===== src/rtl/find_extreme_seq_if.sv =====
// Operand/result bundle for find_extreme_seq: the sequencer drives the master
// side, the extreme finder sits on the slave side.
interface find_extreme_seq_if #(
   parameter int unsigned WIDTH = 8,
   parameter int unsigned IDXW  = 5
);
   logic             start;
   logic             valid;
   logic [WIDTH-1:0] Data_A;
   logic [WIDTH-1:0] Data_B;
   logic [2:0]       instruction;
   logic             one_left;
   logic             find_min;
   logic             signed_mode;
   logic [WIDTH-1:0] extreme;
   logic [IDXW-1:0]  extreme_idx;
   logic [IDXW-1:0]  beat_count;
   logic             finish;
   logic             busy;
   logic             overflow;

   modport master (
      output start, valid, Data_A, Data_B, instruction, one_left, find_min, signed_mode,
      input  extreme, extreme_idx, beat_count, finish, busy, overflow
   );

   modport slave (
      input  start, valid, Data_A, Data_B, instruction, one_left, find_min, signed_mode,
      output extreme, extreme_idx, beat_count, finish, busy, overflow
   );
endinterface


===== src/rtl/find_extreme_seq.sv =====
// Streaming extreme finder: per-beat ALU result, running max/min (signed or
// unsigned) with index and beat count, finish pulse one cycle after the last beat.
module find_extreme_seq #(
   parameter int unsigned WIDTH     = 8,
   parameter int unsigned MAX_BEATS = 16,
   parameter int unsigned IDXW      = $clog2(MAX_BEATS + 1)
) (
   input logic               clk,
   input logic               rst,
   find_extreme_seq_if.slave bus
);

   typedef enum logic [1:0] {
      IDLE  = 2'd0,
      ACCUM = 2'd1,
      DONE  = 2'd2
   } state_e;

   localparam logic [IDXW-1:0] SAT_COUNT = IDXW'(MAX_BEATS);

   state_e           state_q, state_d;
   logic             find_min_q, find_min_d;
   logic             signed_q, signed_d;
   logic             one_left_q, one_left_d;
   logic [WIDTH-1:0] extreme_q, extreme_d;
   logic [IDXW-1:0]  idx_q, idx_d;
   logic [IDXW-1:0]  count_q, count_d;
   logic             overflow_q, overflow_d;

   logic             accept;
   logic             saturated;
   logic [WIDTH:0]   ext_a, ext_b, diff, abs_diff;
   logic             a_gt_b;
   logic [WIDTH-1:0] result;
   logic             improve;
   logic             finish_s, busy_s;

   // start always wins over a coincident beat, so a restart never counts it
   assign accept    = (state_q == ACCUM) && bus.valid && !bus.start;
   assign saturated = (count_q == SAT_COUNT);

   // ALU: ops 101/110/111 follow the mode captured at start
   always_comb begin
      ext_a    = {signed_q & bus.Data_A[WIDTH-1], bus.Data_A};
      ext_b    = {signed_q & bus.Data_B[WIDTH-1], bus.Data_B};
      diff     = ext_a - ext_b;
      abs_diff = diff[WIDTH] ? (~diff + (WIDTH+1)'(1)) : diff;
      a_gt_b   = signed_q ? ($signed(bus.Data_A) > $signed(bus.Data_B))
                          : (bus.Data_A > bus.Data_B);
      result   = '0;
      case (bus.instruction)
         3'b000:  result = bus.Data_A + bus.Data_B;
         3'b001:  result = bus.Data_A - bus.Data_B;
         3'b010:  result = bus.Data_A & bus.Data_B;
         3'b011:  result = bus.Data_A | bus.Data_B;
         3'b100:  result = bus.Data_A ^ bus.Data_B;
         3'b101:  result = a_gt_b ? bus.Data_A : bus.Data_B;
         3'b110:  result = a_gt_b ? bus.Data_B : bus.Data_A;
         default: result = abs_diff[WIDTH-1:0];
      endcase
   end

   always_comb begin
      improve = 1'b0;
      if (find_min_q) begin
         improve = signed_q ? ($signed(result) < $signed(extreme_q)) : (result < extreme_q);
      end else begin
         improve = signed_q ? ($signed(result) > $signed(extreme_q)) : (result > extreme_q);
      end
   end

   // FSM: state register
   always_ff @(posedge clk) begin
      if (rst) begin
         state_q <= IDLE;
      end else begin
         state_q <= state_d;
      end
   end

   // FSM: next state
   always_comb begin
      state_d = state_q;
      if (bus.start) begin
         state_d = ACCUM;
      end else begin
         case (state_q)
            IDLE:    state_d = IDLE;
            ACCUM:   if (accept && one_left_q) state_d = DONE;
            DONE:    state_d = IDLE;
            default: state_d = IDLE;
         endcase
      end
   end

   // FSM: outputs
   always_comb begin
      finish_s = 1'b0;
      busy_s   = 1'b0;
      case (state_q)
         ACCUM:   busy_s   = 1'b1;
         DONE:    finish_s = 1'b1;
         default: ;
      endcase
   end

   // Datapath; index of the current beat equals the count before it, which
   // also makes extreme_idx saturate together with beat_count.
   always_comb begin
      find_min_d = find_min_q;
      signed_d   = signed_q;
      one_left_d = one_left_q;
      extreme_d  = extreme_q;
      idx_d      = idx_q;
      count_d    = count_q;
      overflow_d = overflow_q;
      if (bus.start) begin
         find_min_d = bus.find_min;
         signed_d   = bus.signed_mode;
         one_left_d = 1'b0;
         extreme_d  = '0;
         idx_d      = '0;
         count_d    = '0;
         overflow_d = 1'b0;
      end else if (accept) begin
         // one_left arriving with a beat arms the latch for the next beat
         one_left_d = bus.one_left;
         count_d    = saturated ? count_q : count_q + IDXW'(1);
         overflow_d = overflow_q | saturated;
         if ((count_q == '0) || improve) begin
            extreme_d = result;
            idx_d     = count_q;
         end
      end else begin
         one_left_d = one_left_q | bus.one_left;
      end
   end

   always_ff @(posedge clk) begin
      if (rst) begin
         find_min_q <= 1'b0;
         signed_q   <= 1'b0;
         one_left_q <= 1'b0;
         extreme_q  <= '0;
         idx_q      <= '0;
         count_q    <= '0;
         overflow_q <= 1'b0;
      end else begin
         find_min_q <= find_min_d;
         signed_q   <= signed_d;
         one_left_q <= one_left_d;
         extreme_q  <= extreme_d;
         idx_q      <= idx_d;
         count_q    <= count_d;
         overflow_q <= overflow_d;
      end
   end

   assign bus.extreme     = extreme_q;
   assign bus.extreme_idx = idx_q;
   assign bus.beat_count  = count_q;
   assign bus.finish      = finish_s;
   assign bus.busy        = busy_s;
   assign bus.overflow    = overflow_q;

endmodule


===== src/flat_wrapper.sv =====
// flat-port wrapper written by rule: the top's interface ports become plain ports
module find_extreme_seq_flat 
#(
   parameter int unsigned WIDTH     = 8,
   parameter int unsigned MAX_BEATS = 16,
   parameter int unsigned IDXW      = $clog2(MAX_BEATS + 1)
)
  (clk, rst, bus_start, bus_valid, bus_Data_A, bus_Data_B, bus_instruction, bus_one_left, bus_find_min, bus_signed_mode, bus_extreme, bus_extreme_idx, bus_beat_count, bus_finish, bus_busy, bus_overflow);
  find_extreme_seq_if #(.WIDTH(WIDTH), .IDXW(IDXW)) bus_i ();
  input logic clk;
  input logic rst;
  input wire logic [$bits(bus_i.start)-1:0] bus_start;
  input wire logic [$bits(bus_i.valid)-1:0] bus_valid;
  input wire logic [$bits(bus_i.Data_A)-1:0] bus_Data_A;
  input wire logic [$bits(bus_i.Data_B)-1:0] bus_Data_B;
  input wire logic [$bits(bus_i.instruction)-1:0] bus_instruction;
  input wire logic [$bits(bus_i.one_left)-1:0] bus_one_left;
  input wire logic [$bits(bus_i.find_min)-1:0] bus_find_min;
  input wire logic [$bits(bus_i.signed_mode)-1:0] bus_signed_mode;
  output wire logic [$bits(bus_i.extreme)-1:0] bus_extreme;
  output wire logic [$bits(bus_i.extreme_idx)-1:0] bus_extreme_idx;
  output wire logic [$bits(bus_i.beat_count)-1:0] bus_beat_count;
  output wire logic [$bits(bus_i.finish)-1:0] bus_finish;
  output wire logic [$bits(bus_i.busy)-1:0] bus_busy;
  output wire logic [$bits(bus_i.overflow)-1:0] bus_overflow;
  assign bus_i.start = bus_start;
  assign bus_i.valid = bus_valid;
  assign bus_i.Data_A = bus_Data_A;
  assign bus_i.Data_B = bus_Data_B;
  assign bus_i.instruction = bus_instruction;
  assign bus_i.one_left = bus_one_left;
  assign bus_i.find_min = bus_find_min;
  assign bus_i.signed_mode = bus_signed_mode;
  assign bus_extreme = bus_i.extreme;
  assign bus_extreme_idx = bus_i.extreme_idx;
  assign bus_beat_count = bus_i.beat_count;
  assign bus_finish = bus_i.finish;
  assign bus_busy = bus_i.busy;
  assign bus_overflow = bus_i.overflow;
  find_extreme_seq #(.WIDTH(WIDTH), .MAX_BEATS(MAX_BEATS), .IDXW(IDXW)) u_core (.clk(clk), .rst(rst), .bus(bus_i));
endmodule

===== config.mk =====
export PLATFORM = sky130hd
export DESIGN_NAME = find_extreme_seq_flat
export DESIGN_NICKNAME = d
export VERILOG_FILES = /design/src/rtl/find_extreme_seq_if.sv /design/src/rtl/find_extreme_seq.sv /design/src/flat_wrapper.sv
export SDC_FILE = /design/constraint.sdc
export NUM_CORES = 1
export LEC_CHECK = 0
export CAP_MARGIN = 20
export CORE_UTILIZATION = 50
export CTS_CLUSTER_DIAMETER = 40
export DETAILED_ROUTE_END_ITERATION = 12
export PLACE_DENSITY = 0.81
export SLEW_MARGIN = 15
export SYNTH_ARGS = -nofsm -noshare
export SYNTH_HDL_FRONTEND = slang
export SYNTH_SLANG_ARGS = --single-unit

===== constraint.sdc =====
create_clock -name clk -period 4.2 [get_ports clk]
set_input_delay 0.63 -clock clk [delete_from_list [all_inputs] [get_ports clk]]
set_output_delay 0.63 -clock clk [all_outputs]
set_load 0.005 [all_outputs]

; Yosys cells after proc, flatten, opt, wreduce, memory -nomap -nowiden
; Cells that the tools add are included.
[totals]
input_bits = 26
wordCells = 65
out_inout_bits = 21
ff_bits = 24
[op_classes]
addsub = 5
n_lt_le_gt_ge = 6
n_bitwise = 10
n_eq_ne = 10
n_reduce_logical = 11
mux = 14
[op_table]
columns = cell, count
row1 = $pmux W8 S7, 1
row2 = $gt A8 B8 Y1, 4
row3 = $mux W8, 3
row4 = $lt A8 B8 Y1, 2
row5 = $mux W1, 10
row6 = $eq A3 B3 Y1 const B, 3
row7 = $sub A9 B9 Y9, 1
row8 = $add A8 B1 Y8 const B, 1
row9 = $add A8 B8 Y8, 1
row10 = $and A8 B8 Y8, 1
row11 = $not A8 Y8, 1
row12 = $or A8 B8 Y8, 1
row13 = $sub A8 B8 Y8, 1
row14 = $xor A8 B8 Y8, 1
row15 = $eq A3 B2 Y1 const B, 2
row16 = $add A5 B1 Y5 const B, 1
row17 = $eq A5 B5 Y1 const B, 1
row18 = $logic_not A5 Y1, 1
row19 = $reduce_and A2 Y1, 2
row20 = $eq A3 B1 Y1 const B, 1
row21 = $logic_and A1 B1 Y1, 3
row22 = $logic_not A3 Y1, 1
row23 = $ne A3 B3 Y1 const B, 1
row24 = $reduce_or A3 Y1, 1
row25 = other kinds (8), 11

; Logic depth before layout (Yosys ltp)
; Gate-level depths: netlist (run 1).
[depth]
ltp_word = 11
mapped_depth = 21

; Worst setup path before layout (run 1)
; Ideal clock, no wire load.
[synth_timing]
kind = input to register
startpoint = input port bus_Data_A[0]
endpoint = register u_core.extreme_q[7], in the netlist u_core.bus.extreme[7]
slack_ps = -318
t_required_ps = 4116
path_buffers = 1
setup_time_ps = 84
arrival_time_ps = 4434
stages = 20
path_cell_list = inv_1 ha_1 inv_1 fa_1 nor2b_4 o21a_2 xor2_1 nand3_1 o31ai_2 mux2i_1 nor2_1 ha_1 nand2_1 nor2_2 a211oi_1 nand3_1 and3_1 buf_2 or4_1 o31ai_2
[synth_via]
elab_chain_len = 10
[synth_lines]
columns = item, line_no
row1 = start: declaration, flat_wrapper.sv:14  ; input wire logic [$bits(bus_i.Data_A)-1:0] bus_Data_A;
row2 = $sub A9 B9 Y9, find_extreme_seq.sv:46  ; diff = ext_a - ext_b;
row3 = $not A8 Y8, find_extreme_seq.sv:47  ; abs_diff = diff[WIDTH] ? (~diff + (WIDTH+1)'(1)) : diff;
row4 = $add A8 B1 Y8, find_extreme_seq.sv:47
row5 = $mux W8, find_extreme_seq.sv:47
row6 = $pmux W8 S7 (*), find_extreme_seq.sv:51  ; case (bus.instruction)
row7 = named net u_core.result[7], find_extreme_seq.sv:34  ; logic [WIDTH-1:0] result;
row8 = $gt A8 B8 Y1 / $lt A8 B8 Y1 (equally long branches), "find_extreme_seq.sv:68, find_extreme_seq.sv:66"
row9 = "$mux W1, on equally long branches", "find_extreme_seq.sv:68, find_extreme_seq.sv:66"
row10 = $mux W1, find_extreme_seq.sv:65  ; if (find_min_q) begin
row11 = $logic_or A1 B1 Y1, find_extreme_seq.sv:130  ; if ((count_q == '0) || improve) begin
row12 = $reduce_and A2 Y1 (no line), n/a
row13 = end signal: assignment, find_extreme_seq.sv:152  ; extreme_q <= extreme_d;
row14 = end: declaration, find_extreme_seq.sv:25  ; logic [WIDTH-1:0] extreme_q, extreme_d;
; The timed path passes the listed nets; every way through them passes the cells marked *.
; A chain may end at the register's enable or synchronous reset.

; Worst setup path after layout (run 1)
[layout_timing]
startpoint = input port bus_Data_B[5]
endpoint = register u_core.extreme_q[6], in the netlist u_core.bus.extreme[6]
[layout_lines]
columns = item, line_no
row1 = start: declaration, flat_wrapper.sv:15  ; input wire logic [$bits(bus_i.Data_B)-1:0] bus_Data_B;
row2 = "$gt A8 B8 Y1, on equally long branches", "find_extreme_seq.sv:49, find_extreme_seq.sv:48"
row3 = $mux W1, find_extreme_seq.sv:48  ; a_gt_b = signed_q ? ($signed(bus.Data_A) > $signed(bus.Data_B))
row4 = "$mux W8, on equally long branches", "find_extreme_seq.sv:58, find_extreme_seq.sv:57"
row5 = $pmux W8 S7 (*), find_extreme_seq.sv:51
row6 = named net u_core.result[1], find_extreme_seq.sv:34
row7 = $gt A8 B8 Y1 / $lt A8 B8 Y1 (equally long branches), "find_extreme_seq.sv:68, find_extreme_seq.sv:66"
row8 = "$mux W1, on equally long branches", "find_extreme_seq.sv:68, find_extreme_seq.sv:66"
row9 = $mux W1 (*), find_extreme_seq.sv:65
row10 = $logic_or A1 B1 Y1 (*), find_extreme_seq.sv:130
row11 = $reduce_and A2 Y1 (no line) (*), n/a
; Marks and branches as above.

==> flow_summary.yaml, run 1 <==
outcome:
  outcome: "complete, but fails checks"
  violations: "negative setup slack"
global_routing:
  antenna_found_initial: 1
  track_usage_pct: 36.1
  grt_pass1_vias: 3886
  overflow: 0
  grt_pass1_wl_mm: 18.4
  grt_start_max_net_pins: 18
synth:
  synth_cell_types: 74
  yosys_register_bits: 24
  yosys-top-cells-area: "dfxtp_1 (15%), ha_1 (14%), nand2_1 (4.5%)"
  synth-async-reset-ratio_pct: 0
  syn_inst: 408
  yosysWarningCount: 0
  synth_top_cell_by_area: "dfxtp_1"
  yosysSeqAreaShare_pct: 15.3
  synth_edf_count: 0
  syn_area_per_cell_um2: 7.72
  ys.flop_type: "dfxtp_1"
  synth_nets: 471
  syn_area_um2: 3150
  netlist.area_leader.share_pct: 15.3
setup_path:
  critical_path.cell_chain: "dlygate4sd2_1, inv_2, ha_4, nor4_4, buf_4, o211ai_4, buf_4, buf_4, a31oi_4, or2_4, mux2i_1, a32oi_2, ha_1, nor2b_4, o21a_1, o211ai_1, buf_4, nand3_4, a21oi_4, buf_6, o31ai_4, buf_6, o31ai_2"
  worst_path_most_repeated_cell: "buf_4"
  cp_slowest_cell: "ha_1"
  critPathKind: "input pin to flop"
  cp.required_ns: 4.39
  arrival_ns: 4.85
  crit_path_max_incr_delay_ns: 0.36
  rr_worst_depth: 17
  cp-start-kind: "input pin"
  end_kind: "flop"
  path_max_fanout: 6
drt:
  drt_pre_antenna_iters: 8
  drcViolationCount: 0
  drtIter0Drc: 744
  drt.antenna.violating_nets: 0
  finalWirelength_mm: 15.3
  route.vias.total: 4471
  routedWlPerCell_um: 24.1
  avgViaCountPerCell: 7.01
sta:
  skew_ns: 0.0105
  worst_slew_pin_slew_ns: 1.31
  max_freq_mhz: 215
  finalHoldViolCount: 0
  setup_violations: 13
  whs_ns: 0.528
  fin_crit_sh_pct: 111
  max-slew-margin-rel_pct: 12.5
  drv_slew: 0
  fin_ws_ns: -0.461
  rsz0062_at_grt: "yes"
  period_minus_slack_ns: 4.66
  setup_tns_ns: -5.30
place:
  dp_hpwl_mm: 8.25
  dp_slack_ns: -0.935
  dp_cells: 607
  gp_congestion: 0.948
  io_buffers: 46
final_layout:
  final_common_cell: "buf_4"
  final_cells: 638
  layout.nets: 627
  area_delta_synth_final_pct: 63.4
  final_cell_mix: "buf_4 (113), nand2_1 (35), clkdlybuf4s50_1 (30)"
  drive_gt1_share_pct: 45.1
  n_antenna_cell: 0
pwr:
  p_int_w: 0.000684
  p_clk_share_pct: 18.7
  total_power_w: 0.00114
  netSwitchingFraction_pct: 40.1
  seqPwrFrac_pct: 20.7
  combPwrFrac_pct: 60.6
  max-vdd-ir-drop_uv: 183
  p_leak_nw: 2.11
  power_density_nw_per_um2: 222
  power_switching_w: 0.000458
clock_tree:
  cts-root-buf: "clkbuf_8"
  clock_sinks: 24
  cts_tree: "built"
  htreeDepth: 1
  clk_latency_ns: 0.28
  clockBufferDepth: 2
  clk_pin_slew_ns: 0.09
  hold_buffers: 0
  numCtsBuffers: 3
die:
  io-pin-count: 47
  core.rowCount: 28
  fp.coreArea_um2: 5990
  die_h_um: 81.4
  die_w_um: 81.4
  die-area_um2: 6620
  start_util_pct: 52.6
hold_path:
  hold_path.class: "flop to flop"
  hold_depth: 2
job:
  maxCapViolCount: 0
## per-layer routing
layer | wire length [um] | vias up | global-route usage [%] | share of wire (%)
li1 | - | 1789 | - | -
met1 | 5380 | 2016 | 43.5 | 35
met2 | 6660 | 480 | 60.3 | 43
met3 | 1910 | 184 | 6.97 | 12
met4 | 1390 | 2 | 18.2 | 9.1
met5 | 13 | - | 0 | 0.085
## metrics by stage
stage	utilization [%]	area [um2]
final	85.9	5150
after global routing	85.9	5150
after CTS	80.2	4800
after detailed placement	73.3	4390
after global placement	73.3	4390
after floorplan	-	3200
## what timing repair did
item / in CTS / in global routing
setup buffers: 13 / 14
resized for setup: 83 / 78
setup endpoints to repair: 13 / 13
pin swaps: 34 / 51
## critical path, delay by kind of cell
kind                       cells  cell delay, ns
AOI/OAI and AO/OA              8            1.36
buffers and inverters          8            1.33
and+or+nand+nor                4            0.60
adders and majority gates      2            0.58
muxes                          1            0.32
## layout make-up
class,instances,area [um2]
clock inverter,1,30.0
sequential,24,480
inverter,36,141
clock buffer,3,41.3
timing repair buffer,170,1400
tap,75,93.8
fill,262,845
multi-input combinational,329,2960
## logic make-up after synthesis
group,synth area share [%]
simple gates,26.5
compound gates,28.5
buf+inv,7.55
fa+ha+maj,15.2
flops,15.3
xor+xnor,4.45
mux,2.54
## registers in the layout, indices dropped and copies added (netlist names)
| register | flops |
|---|---|
| u_core.bus.extreme_idx | 5 |
| u_core.find_min_q | 1 |
| u_core.state_q | 2 |
| u_core.bus.beat_count | 5 |
| u_core.bus.overflow | 1 |
| u_core.signed_q | 1 |
| u_core.one_left_q | 1 |
| u_core.bus.extreme | 8 |
## cells in the mapped netlist, types with 6 or more instances
cell and count:
dfxtp_1 24, o21ai_0 17, nand4_1 10, o21a_1 6
o21bai_1 6, nor2b_1 7, o31ai_1 9, inv_1 34
nand2_1 38, nor2_1 30, ha_1 35, mux2i_1 8
a211oi_1 6, nand3_1 14, clkbuf_1 9, xor2_1 6
a21oi_1 25, xnor2_1 10
## final timing paths
path	start	end	slack, ns
max reg2reg	u_core.signed_q	u_core.bus.extreme[6]	0.40
min	u_core.bus.extreme_idx[4]	u_core.bus.extreme_idx[4]	0.53
max	bus_Data_B[5]	u_core.bus.extreme[6]	-0.46
min reg2reg	u_core.bus.extreme_idx[4]	u_core.bus.extreme_idx[4]	0.53
## power by group through the flow
stage	clock, W	combinational [W]	sequential (W)
3_3_place_gp	0	0.000491	0.000241
4_1_cts	0.000207	0.000567	0.000236
2_1_floorplan	0	0.000293	0.000240
5_1_grt	0.000217	0.000720	0.000237
6_report	0.000213	0.000692	0.000237
3_5_place_dp	0	0.000509	0.000241
(Power assumes the default switching activity.)
==> run 2: changes to the inputs <==
--- a/config.mk
+++ b/config.mk
@@ -5,11 +5,10 @@
 export SDC_FILE = /design/constraint.sdc
 export NUM_CORES = 1
 export LEC_CHECK = 0
-export CAP_MARGIN = 20
-export CORE_UTILIZATION = 50
+export CORE_UTILIZATION = 60
 export CTS_CLUSTER_DIAMETER = 40
 export DETAILED_ROUTE_END_ITERATION = 12
-export PLACE_DENSITY = 0.81
+export PLACE_DENSITY = 0.9
 export SLEW_MARGIN = 15
 export SYNTH_ARGS = -nofsm -noshare
 export SYNTH_HDL_FRONTEND = slang
==> constraint.sdc (replaced) <==
create_clock -name clk -period 5.6 [get_ports clk]
set_input_delay 0.84 -clock clk [delete_from_list [all_inputs] [get_ports clk]]
set_output_delay 0.84 -clock clk [all_outputs]
set_load 0.005 [all_outputs]
==> run 2 against run 1 <==
Effect of this change: the run now ends clean; clock-buffer cell count unchanged; non-clock buffer count shrank 107; die area is 16% lower; sequential share of layout area up 3.2 points; design area fell by 25%; critical path depth down 2; global-route usage down 2.0 points; utilization fell by 10 points; first-iteration DRC count down 56%; register-to-register slack gained 1.3 ns; critical path type unchanged; largest cell class unchanged.
==> flow_summary.yaml, run 2 (synthesis results as in run 1) <==
clock_tree:
  clock_sinks: 24
  clk_pin_slew_ns: 0.09
  numCtsBuffers: 3
  cts_tree: "built"
  cts-root-buf: "clkbuf_8"
  clk_latency_ns: 0.27
  htreeDepth: 1
  clockBufferDepth: 2
sta:
  period_minus_slack_ns: 5.45
  max-slew-margin-rel_pct: 45.9
  finalHoldViolCount: 0
  fin_crit_sh_pct: 97.4
  drv_slew: 0
  setup_violations: 0
  worst_slew_pin_slew_ns: 0.809
  skew_ns: 0.00367
  max_freq_mhz: 183
drt:
  drt_pre_antenna_iters: 5
  drtIter0Drc: 330
  route.vias.total: 3450
  avgViaCountPerCell: 6.56
  routedWlPerCell_um: 18.8
  drcViolationCount: 0
  finalWirelength_mm: 9.86
  drt.antenna.violating_nets: 0
hold_path:
  hold_start: "u_core.bus.extreme_idx[3]"
  hold_depth: 2
  hold_path.class: "flop to flop"
die:
  core.rowCount: 26
  fp.coreArea_um2: 5070
  start_util_pct: 62.1
  io-pin-count: 47
  die_h_um: 74.5
  die-area_um2: 5540
  die_w_um: 74.5
place:
  dp_hpwl_mm: 7.06
  placed_area_um2: 3710
  io_buffers: 46
  gp_congestion: 0.960
global_routing:
  antenna_found_initial: 0
  grt_pass1_vias: 3046
  track_usage_pct: 34.0
  grt_start_max_net_pins: 20
  overflow: 0
  grt_pass1_wl_mm: 14.5
setup_path:
  path_max_fanout: 7
  critPathLaunch: "bus_Data_A[0]"
  cp_slowest_cell: "clkdlybuf4s50_1"
  critical_path.cell_chain: "clkdlybuf4s50_1, inv_1, ha_1, inv_1, fa_1, nor2b_4, o21a_2, xor2_1, nand3_1, o31ai_2, mux2i_1, nor2_1, ha_1, nand2_1, nor2_2, a211oi_2, nand3_1, buf_4, a21o_1, a31oi_2, o2bb2ai_1"
  rr_worst_depth: 15
  worst-path-buf-inv: 4
  reg2reg_from: "u_core.signed_q"
  end_kind: "flop"
  crit_family: "compound AO/OA/AOI/OAI gates"
  cp-start-kind: "input pin"
  cp.required_ns: 5.80
  critical_path_depth: 21
  crit_path_max_incr_delay_ns: 0.45
  arrival_ns: 5.65
  critPathKind: "input pin to flop"
final_layout:
  utilization_pct: 75.6
  multi_input_area_um2: 2470
  fillers: 367
  final_cell_mix: "clkdlybuf4s50_1 (46), nand2_1 (38), ha_1 (35)"
  largest_reg_flops: 8
  final_area_um2: 3830
  final_common_cell: "clkdlybuf4s50_1"
  drive_gt1_share_pct: 12.5
  area_delta_synth_final_pct: 21.8
  n_antenna_cell: 0
  layout.nets: 520
  register_area_um2: 480
pwr:
  power_density_nw_per_um2: 172
  p_leak_nw: 1.52
  max-vdd-ir-drop_uv: 127
outcome:
  outcome: "complete, no violations"
job:
  maxCapViolCount: 0
run 2: final cells by class:
type | instances | share of cell area, %
sequential | 24 | 12.5
clock buffer | 3 | 1.08
inverter | 36 | 3.52
clock inverter | 1 | 0.783
multi-input combinational | 329 | 64.5
tap | 70 | 2.28
timing repair buffer | 63 | 15.3
run 2: path summary, 6_finish.rpt:
kind / end / slack, ns
worst max-delay path: u_core.bus.extreme[4] / 0.15
worst min-delay path: u_core.bus.extreme_idx[3] / 0.49
worst max register to register: u_core.bus.extreme[4] / 1.72
worst min register to register: u_core.bus.extreme_idx[3] / 0.49
run 2: power by group:
part	switching, W	internal [W]
Sequential	0.00000352	0.000174
Combinational	0.000186	0.000140
Clock	0.0000617	0.0000957
Total	0.000252	0.000409
run 2: layer usage:
layer	vias up	global-route usage (%)	part of all wire, %
li1	1581	-	-
met1	1622	39.4	39
met2	206	61.6	49
met3	41	6.23	8.8
met4	0	13.2	3.8
met5	-	0	0
run 2: timing repair:
item                                   CTS  global route
setup buffers                            0             1
setup endpoints to repair                0            10
endpoints found under the hold margin    0             0
hold buffers                             0             0
resized for setup                        0             8
run 2: tightest hold or removal path, cell delays in order (launching register included):
cell and delay [ns]:
dfxtp_1 0.32, nand4_1 0.07, a21oi_1 0.06
run 2: stage by stage:
stage	std cells	hold WS [ns]	power, W	TNS, ns	setup WS, ns
finish	526	0.486	0.000661	0	0.147
global route	526	0.505	0.000684	-0.104	-0.0332
CTS	525	0.483	0.000635	0	0.162
detailed placement	521	0.470	0.000482	-0.0453	-0.0251
global placement	521	0.455	0.000474	0	0.222
floorplan	408	0.460	0.000394	0	0.872
